--- src/rtl/steer_pkg.sv ---
// Shared types and constants for the steer load-cell qualifier.
package steer_pkg;
  typedef logic [11:0] ld_t;
  typedef logic [12:0] sum_t;

  localparam sum_t MIN_RIDER_WT_DFLT = 13'h0200;
  localparam sum_t WT_HYST_DFLT      = 13'h0040;

  localparam logic [25:0] TMR_TERM_FULL = 26'd65_000_000;
  localparam logic [25:0] TMR_TERM_SIM  = 26'd1024;

  typedef struct packed {
    logic sum_gt_min;
    logic sum_lt_min;
    logic diff_gt_1_4;
    logic diff_gt_15_16;
  } flags_t;

  // A rider reads "absent" until the first valid sample arrives.
  localparam flags_t FLAGS_RST = '{sum_gt_min: 1'b0, sum_lt_min: 1'b1,
                                   diff_gt_1_4: 1'b0, diff_gt_15_16: 1'b0};
endpackage

--- src/rtl/steer_ld_qual_if.sv ---
// A2D load-cell sample bus: one-cycle vld strobe with left/right readings.
interface steer_ld_qual_if;
  import steer_pkg::*;
  logic vld;
  ld_t  lft_ld;
  ld_t  rght_ld;

  modport master (output vld, lft_ld, rght_ld);
  modport slave  (input  vld, lft_ld, rght_ld);
endinterface

--- src/rtl/steer_tmr.sv ---
// Saturating stabilise timer; terminal count chosen by FAST_SIM.
module steer_tmr
  import steer_pkg::*;
#(
  parameter bit FAST_SIM = 1'b0
) (
  input  logic clk,
  input  logic rst_n,
  input  logic clr_tmr,
  output logic tmr_full
);
  localparam logic [25:0] TERM = FAST_SIM ? TMR_TERM_SIM : TMR_TERM_FULL;
  localparam logic [25:0] LAST = TERM - 26'd1;

  logic [25:0] cnt;

  // Full flag compares the current count, so it rises one edge after cnt hits LAST,
  // giving exactly TERM cycles from the clearing edge.
  always_ff @(posedge clk or negedge rst_n) begin
    if (!rst_n) begin
      cnt      <= '0;
      tmr_full <= 1'b0;
    end else if (clr_tmr) begin
      cnt      <= '0;
      tmr_full <= 1'b0;
    end else begin
      if (cnt != LAST) cnt <= cnt + 26'd1;
      tmr_full <= (cnt == LAST);
    end
  end
endmodule

--- src/rtl/steer_ld_qual.sv ---
// Load-cell qualifier: sample capture, sum/|diff| flags and stabilise timer.
// Optional LD_AVG_EN: flags use a 4-deep per-channel moving average.
module steer_ld_qual
  import steer_pkg::*;
#(
  parameter bit   FAST_SIM     = 1'b0,
  parameter sum_t MIN_RIDER_WT = MIN_RIDER_WT_DFLT,
  parameter sum_t WT_HYST      = WT_HYST_DFLT
) (
  input  logic                  clk,
  input  logic                  rst_n,
  steer_ld_qual_if.slave        ld,
  input  logic                  clr_tmr,
  output logic                  tmr_full,
  output logic                  sum_gt_min,
  output logic                  sum_lt_min,
  output logic                  diff_gt_1_4,
  output logic                  diff_gt_15_16
);
  localparam sum_t WT_HI = MIN_RIDER_WT + WT_HYST;
  localparam sum_t WT_LO = MIN_RIDER_WT - WT_HYST;

  ld_t lft_s, rght_s;

`ifdef LD_AVG_EN
  logic [3:0][11:0] lft_h, rght_h;
  logic [13:0]      lft_acc, rght_acc;

  always_ff @(posedge clk or negedge rst_n) begin
    if (!rst_n) begin
      lft_h  <= '0;
      rght_h <= '0;
    end else if (ld.vld) begin
      lft_h  <= {lft_h[2:0], ld.lft_ld};
      rght_h <= {rght_h[2:0], ld.rght_ld};
    end
  end

  always_comb begin
    lft_acc  = 14'(lft_h[0])  + 14'(lft_h[1])  + 14'(lft_h[2])  + 14'(lft_h[3]);
    rght_acc = 14'(rght_h[0]) + 14'(rght_h[1]) + 14'(rght_h[2]) + 14'(rght_h[3]);
  end

  assign lft_s  = ld_t'(lft_acc >> 2);
  assign rght_s = ld_t'(rght_acc >> 2);
`else
  ld_t lft_q, rght_q;

  always_ff @(posedge clk or negedge rst_n) begin
    if (!rst_n) begin
      lft_q  <= '0;
      rght_q <= '0;
    end else if (ld.vld) begin
      lft_q  <= ld.lft_ld;
      rght_q <= ld.rght_ld;
    end
  end

  assign lft_s  = lft_q;
  assign rght_s = rght_q;
`endif

  sum_t   sum_c, dsub;
  ld_t    diff_c;
  flags_t flg_d, flg_q;

  always_comb begin
    sum_c  = {1'b0, lft_s} + {1'b0, rght_s};
    dsub   = {1'b0, lft_s} - {1'b0, rght_s};
    // Borrow out means rght > lft; redo the subtraction the other way round.
    diff_c = dsub[12] ? (rght_s - lft_s) : dsub[11:0];
    flg_d               = FLAGS_RST;
    flg_d.sum_gt_min    = sum_c > WT_HI;
    flg_d.sum_lt_min    = sum_c < WT_LO;
    flg_d.diff_gt_1_4   = {1'b0, diff_c} > (sum_c >> 2);
    flg_d.diff_gt_15_16 = {1'b0, diff_c} > (sum_c - (sum_c >> 4));
  end

  always_ff @(posedge clk or negedge rst_n) begin
    if (!rst_n) flg_q <= FLAGS_RST;
    else        flg_q <= flg_d;
  end

  assign sum_gt_min    = flg_q.sum_gt_min;
  assign sum_lt_min    = flg_q.sum_lt_min;
  assign diff_gt_1_4   = flg_q.diff_gt_1_4;
  assign diff_gt_15_16 = flg_q.diff_gt_15_16;

  steer_tmr #(.FAST_SIM(FAST_SIM)) u_tmr (
    .clk      (clk),
    .rst_n    (rst_n),
    .clr_tmr  (clr_tmr),
    .tmr_full (tmr_full)
  );
endmodule

--- src/flat_wrapper.sv ---
// flat-port wrapper written by rule: the top's interface ports become plain ports
module steer_ld_qual_flat import steer_pkg::*;
#(
  parameter bit   FAST_SIM     = 1'b0,
  parameter sum_t MIN_RIDER_WT = MIN_RIDER_WT_DFLT,
  parameter sum_t WT_HYST      = WT_HYST_DFLT
)
  (clk, rst_n, clr_tmr, tmr_full, sum_gt_min, sum_lt_min, diff_gt_1_4, diff_gt_15_16, ld_vld, ld_lft_ld, ld_rght_ld);
  steer_ld_qual_if ld_i ();
  input  logic clk;
  input  logic rst_n;
  input  logic clr_tmr;
  output logic tmr_full;
  output logic sum_gt_min;
  output logic sum_lt_min;
  output logic diff_gt_1_4;
  output logic diff_gt_15_16;
  input wire logic [$bits(ld_i.vld)-1:0] ld_vld;
  input wire logic [$bits(ld_i.lft_ld)-1:0] ld_lft_ld;
  input wire logic [$bits(ld_i.rght_ld)-1:0] ld_rght_ld;
  assign ld_i.vld = ld_vld;
  assign ld_i.lft_ld = ld_lft_ld;
  assign ld_i.rght_ld = ld_rght_ld;
  steer_ld_qual #(.FAST_SIM(FAST_SIM), .MIN_RIDER_WT(MIN_RIDER_WT), .WT_HYST(WT_HYST)) u_core (.clk(clk), .rst_n(rst_n), .ld(ld_i), .clr_tmr(clr_tmr), .tmr_full(tmr_full), .sum_gt_min(sum_gt_min), .sum_lt_min(sum_lt_min), .diff_gt_1_4(diff_gt_1_4), .diff_gt_15_16(diff_gt_15_16));
endmodule
--- config.mk ---
export PLATFORM = sky130hd
export DESIGN_NAME = steer_ld_qual_flat
export DESIGN_NICKNAME = d
export VERILOG_FILES = /design/src/rtl/steer_pkg.sv /design/src/rtl/steer_ld_qual_if.sv /design/src/rtl/steer_tmr.sv /design/src/rtl/steer_ld_qual.sv /design/src/flat_wrapper.sv
export SDC_FILE = /design/constraint.sdc
export NUM_CORES = 1
export LEC_CHECK = 0
export CAP_MARGIN = 30
export CELL_PAD_IN_SITES_DETAIL_PLACEMENT = 0
export CELL_PAD_IN_SITES_GLOBAL_PLACEMENT = 1
export CORE_MARGIN = 4
export CORE_UTILIZATION = 46
export DETAILED_ROUTE_END_ITERATION = 12
export GPL_ROUTABILITY_DRIVEN = 0
export MAX_ROUTING_LAYER = met4
export PLACE_DENSITY = 0.82
export SETUP_SLACK_MARGIN = 0.4
export SLEW_MARGIN = 20
export SYNTH_ARGS = -nofsm -noshare
export SYNTH_HDL_FRONTEND = slang
export SYNTH_SLANG_ARGS = --single-unit
--- constraint.sdc ---
create_clock -name clk -period 6.55 [get_ports clk]
set_input_delay 1.31 -clock clk [delete_from_list [all_inputs] [get_ports clk]]
set_output_delay 1.31 -clock clk [all_outputs]
set_load 0.05 [all_outputs]
== Word-level counts from Yosys, hierarchy flattened ==
Index checks and enable logic that the tools add are counted.
Cells by class
  add/subtract/negate cells: 5
  order comparisons: 4
  eq/ne operators: 2
  multiplexer cells: 4
  reduce and logical (&&, ||, !) cells: 1
Operators with widths (number)
  26-bit two-way mux: 2
  26-bit by 1-bit adder with 26-bit output, second input constant: 1
  26-bit == test, second input constant: 1
  26-bit inequality test, second input constant: 1
  12-bit by 12-bit adder with 13-bit output: 1
  12-bit by 13-bit > comparator with 1-bit output: 1
  13-bit by 10-bit > comparator with 1-bit output, second input constant: 1
  13-bit by 9-bit less-than comparator with 1-bit output, second input constant: 1
  12-bit by 12-bit subtractor with 13-bit output: 1
  13-bit by 9-bit subtractor with 13-bit output: 1
  12-bit by 11-bit > comparator with 1-bit output: 1
  12-bit two-way mux: 1
  12-bit subtractor: 1
  2-bit nonzero test: 1
  1-bit two-way mux: 1
Word-level totals
  flip-flop bits (word level): 55
  bits of input ports: 28
  output and inout bits: 5
  word-level logic and storage cells: 24

== Longest topological paths before layout ==
  depth after elaboration: 3
  depth in mapped cells: 24
  mapped depth without buffers: 24

== Modules after synthesis ==
A second synthesis with hierarchy kept.
Second synthesis, totals
  cell total of the unflattened synthesis: 612
  area total of the unflattened synthesis: 5278.8 µm²
By module, submodules not included
  steer_ld_qual: times used 1, cells each 452, area each 3731.1 µm², seq. area each 701.9 µm²
  steer_tmr: times used 1, cells each 160, area each 1547.7 µm², seq. area each 675.6 µm²

== Least setup slack after synthesis ==
Ideal clock, no wire load.
  path kind: register -> register
  start point: register u_core.rght_q[1]
  end point: register u_core.flg_q, in the netlist u_core.diff_gt_15_16
  library setup time: 0.128 ns
  data arrival time: 4.706 ns
  required time: 6.422 ns
  slack: 1.715 ns
  stages on the path, launching flop included: 24
  path buffers: 0
  period minus slack after synthesis: 4.835 ns
  path through: dfrtp_1 inv_1 ha_1 nand2b_1 a221o_1 a21oi_1 or3_1 and2_1 inv_1 fa_1 nand2b_1 or3_1 a41o_1 or2_2 xor2_1 ha_1 a21o_1 a21o_1 a21oi_1 o21ai_0 a221oi_1 a31oi_1 nand2_1 mux2i_1
RTL lines
  start, declared: line steer_ld_qual.sv:47  | ld_t lft_q, rght_q;
  start signal, assigned: line steer_ld_qual.sv:55  | rght_q <= ld.rght_ld;
  end signal, assigned: line steer_ld_qual.sv:81  | else flg_q <= flg_d;
  end, declared: line steer_ld_qual.sv:65  | flags_t flg_d, flg_q;

==> run_results.csv <==
group,metric,value,unit
status,outcome,"complete, no violations",
yosys,synth-edff-count,0,
grt,grt_max_degree,56,
clock_tree,cts_setup_buffers,0,
timing,final_hold_viol_count,0,
grt,antenna_found_initial,0,
grt,grt_pass1_wl,19.6,mm
floorplan,io_pins,33,
critical_path,crit_path_end_kind,"flop",
routing,first_pass_iters,5,
yosys,synth_top_area_share,0.263,
cells_and_area,drive_gt1_frac,0.0495,
critical_path,startpoint_type,"flop",
routing,finalWirelength,11.4,mm
clock_tree,htreeDepth,2,
power_and_ir_drop,leakagePower,2.54,nW
timing,max_freq,188,MHz
clock_tree,numCtsBuffers,5,
yosys,synthCells,604,
floorplan,die_y,114,microns
cells_and_area,area_growth,9.81,%
floorplan,die_w,114,microns
yosys,yosysWarnings,0,
placed_design,place_hpwl,8.90,mm
run,maxCapViolations,0,
yosys,synthTopCellsByCount,"ha_1 (65), dfrtp_1 (54), nand2_1 (53)",
power_and_ir_drop,power_density,308,mW/mm^2
power_and_ir_drop,ir_drop,227,uV
yosys,syn_area,0.00514,sq mm
clock_tree,cts.sinks,55,
clock_tree,cts.repair.resized,0,
critical_path,path_class,"reg -> reg",
yosys,yosysTopAreaCell,"dfrtp_1",
floorplan,rows,38,
critical_path,critPathRequiredTime,6.78,ns
timing,slew_headroom,0.316,
grt,grt_pass1_vias,4307,
timing,rsz0062_at_grt,"false",
floorplan,dieArea,0.0129,sq mm
floorplan,initial_utilization,0.472,
clock_tree,root_buffer,"clkbuf_8",
routing,via_per_inst,5.50,
cells_and_area,layoutNonFillerInstCount,766,
floorplan,core-area,0.0109,sq mm
timing,finalClockSkew,0.0199,ns
yosys,yosysMostFrequentCell,"ha_1",
critical_path,crit_fanout,4,
yosys,ys_ff_latch,55,
routing,post_drt_wl_per_cell,14.8,microns
timing,fin_setup_tns,0,ns
routing,drc,0,
grt,grt_usage,0.189,
cells_and_area,antenna_cells,0,
critical_path,rrSetupSlack,1.24,ns
timing,setup_viol,0,
yosys,synthArstFlopShare,1.00,
placed_design,io_buffers,32,
worst_hold_path,worstHoldPathType,"reg -> reg",
timing,drv_slew,0,
yosys,syn-num-nets,701,
clock_tree,cts_buffer_depth,2,
yosys,seq_area_frac_synth,0.268,
timing,tightest_slew,1.02,ns
grt,globalRouteOverflowTotal,0,
yosys,synthTopCellsByArea,"dfrtp_1 (26%), ha_1 (16%), xnor2_1 (4.8%)",
cells_and_area,layout.nets,722,
clock_tree,holdBufCountCts,0,
routing,vias,4212,
timing,timing.final.crit_share,0.811,
clock_tree,path_clk_slew,0.12,ns
routing,drt_iter0_drc,220,
yosys,synth_cell_types,70,
yosys,syn-mean-instance-area,8.51,sq um
clock_tree,clock_latency,0.33,ns
yosys,ys.flop_type,"dfrtp_1",
clock_tree,tritoncts,"built",
timing,fin_crit,5.31,ns
critical_path,arrival,5.54,ns
placed_design,place_inst,757,
routing,ant_nets,0,
[state kept, by name, summed over array words and instances, names as in the netlist]
register,flops
u_core.diff_gt_15_16,1
u_core.diff_gt_1_4,1
u_core.lft_q,12
u_core.rght_q,12
u_core.sum_gt_min,1
u_core.sum_lt_min,1
u_core.u_tmr.cnt,26
u_core.u_tmr.tmr_full,1
[per-stage QoR]
| step | worst slack [ns] | hold slack, ns | cell area, sq um | utilization | total power [mW] |
|---|---|---|---|---|---|
| CTS | 1.26 | 0.552 | 5630 | 0.517 | 1.75 |
| finish | 1.24 | 0.545 | 5640 | 0.518 | 1.74 |
| floorplan | 1.72 | 0.497 | 5140 | - | 1.28 |
| global route | 0.897 | 0.582 | 5640 | 0.518 | 1.92 |
| global placement | 1.33 | 0.518 | 5540 | 0.509 | 1.50 |
| detailed placement | 1.28 | 0.517 | 5540 | 0.509 | 1.53 |
[power by group]
part / total [mW] / switching (mW) / internal [mW]
clock network: 0.206 / 0.129 / 0.0774
registers: 0.378 / 0.0153 / 0.363
logic: 1.16 / 0.654 / 0.502
total: 1.74 / 0.797 / 0.943
[cell families (layout without fill, tap and decap cells)]
kind of cell	count (synthesis)	in the layout	synth area share
and+or+nand+nor	206	206	0.198
AOI/OAI and AO/OA	133	133	0.173
buffers and inverters	73	95	0.0592
adders and majority gates	72	72	0.180
xor gates and xnor gates	55	55	0.102
DFF	55	55	0.268
muxes	10	10	0.0200
[path summary, 6_finish.rpt]
check | from | endpoint | cells past startpoint
max in group asynchronous | rst_n | u_core.lft_q[9] | 2
min in group asynchronous | rst_n | u_core.diff_gt_1_4 | 2
worst max register to register | u_core.rght_q[1] | u_core.diff_gt_15_16 | 23
worst min register to register | u_core.u_tmr.cnt[4] | u_core.u_tmr.cnt[4] | 2
worst min-delay path | u_core.u_tmr.cnt[4] | u_core.u_tmr.cnt[4] | 2
worst max-delay path | u_core.rght_q[1] | u_core.diff_gt_15_16 | 23
[routing by layer]
layer	global-route usage	up-vias	wire length, microns
met5	-	-	0
met4	0.0521	0	177
met3	0.0249	10	298
met2	0.322	61	5670
met1	0.236	1990	5210
li1	-	2151	-
[cell type report]
cell class / instances / area, sq um
Clock buffer: 6 / 72.6
Clock inverter: 2 / 16.3
Fill cell: 1059 / 5250
Inverter: 51 / 191
Multi-Input combinational cell: 476 / 3460
Sequential cell: 55 / 1380
Tap cell: 140 / 175
Timing Repair Buffer: 36 / 353
[worst max-delay path, stage by stage (launching register included)]
cell and delay, ns:
dfrtp_1 0.44, inv_1 0.14, ha_1 0.34, nand2b_1 0.17, a221o_1 0.38, a21oi_1 0.19, or3_1 0.17, and2_1 0.22
inv_1 0.10, fa_1 0.46, nand2b_1 0.17, or3_1 0.34, a41o_1 0.26, or2_2 0.29, xor2_1 0.15, ha_1 0.29
a21o_1 0.18, a21o_1 0.17, a21oi_1 0.13, o21ai_0 0.09, a221oi_1 0.31, a31oi_1 0.10, nand2_1 0.08, mux2i_1 0.06
[cell usage in the layout, fill, tap and decap left out, drive strengths merged, types with 11 or more instances in the layout]
cell type | synthesis | routed
a21o | 11 | 11
a21oi | 29 | 29
clkdlybuf4s50 | 0 | 31
dfrtp | 54 | 54
ha | 65 | 65
inv | 51 | 52
nand2 | 53 | 53
nand3 | 27 | 27
nor2 | 51 | 51
nor3 | 12 | 12
o21ai | 40 | 40
or3 | 11 | 11
xnor2 | 30 | 30
xor2 | 24 | 24
(Power assumes the default switching activity.)
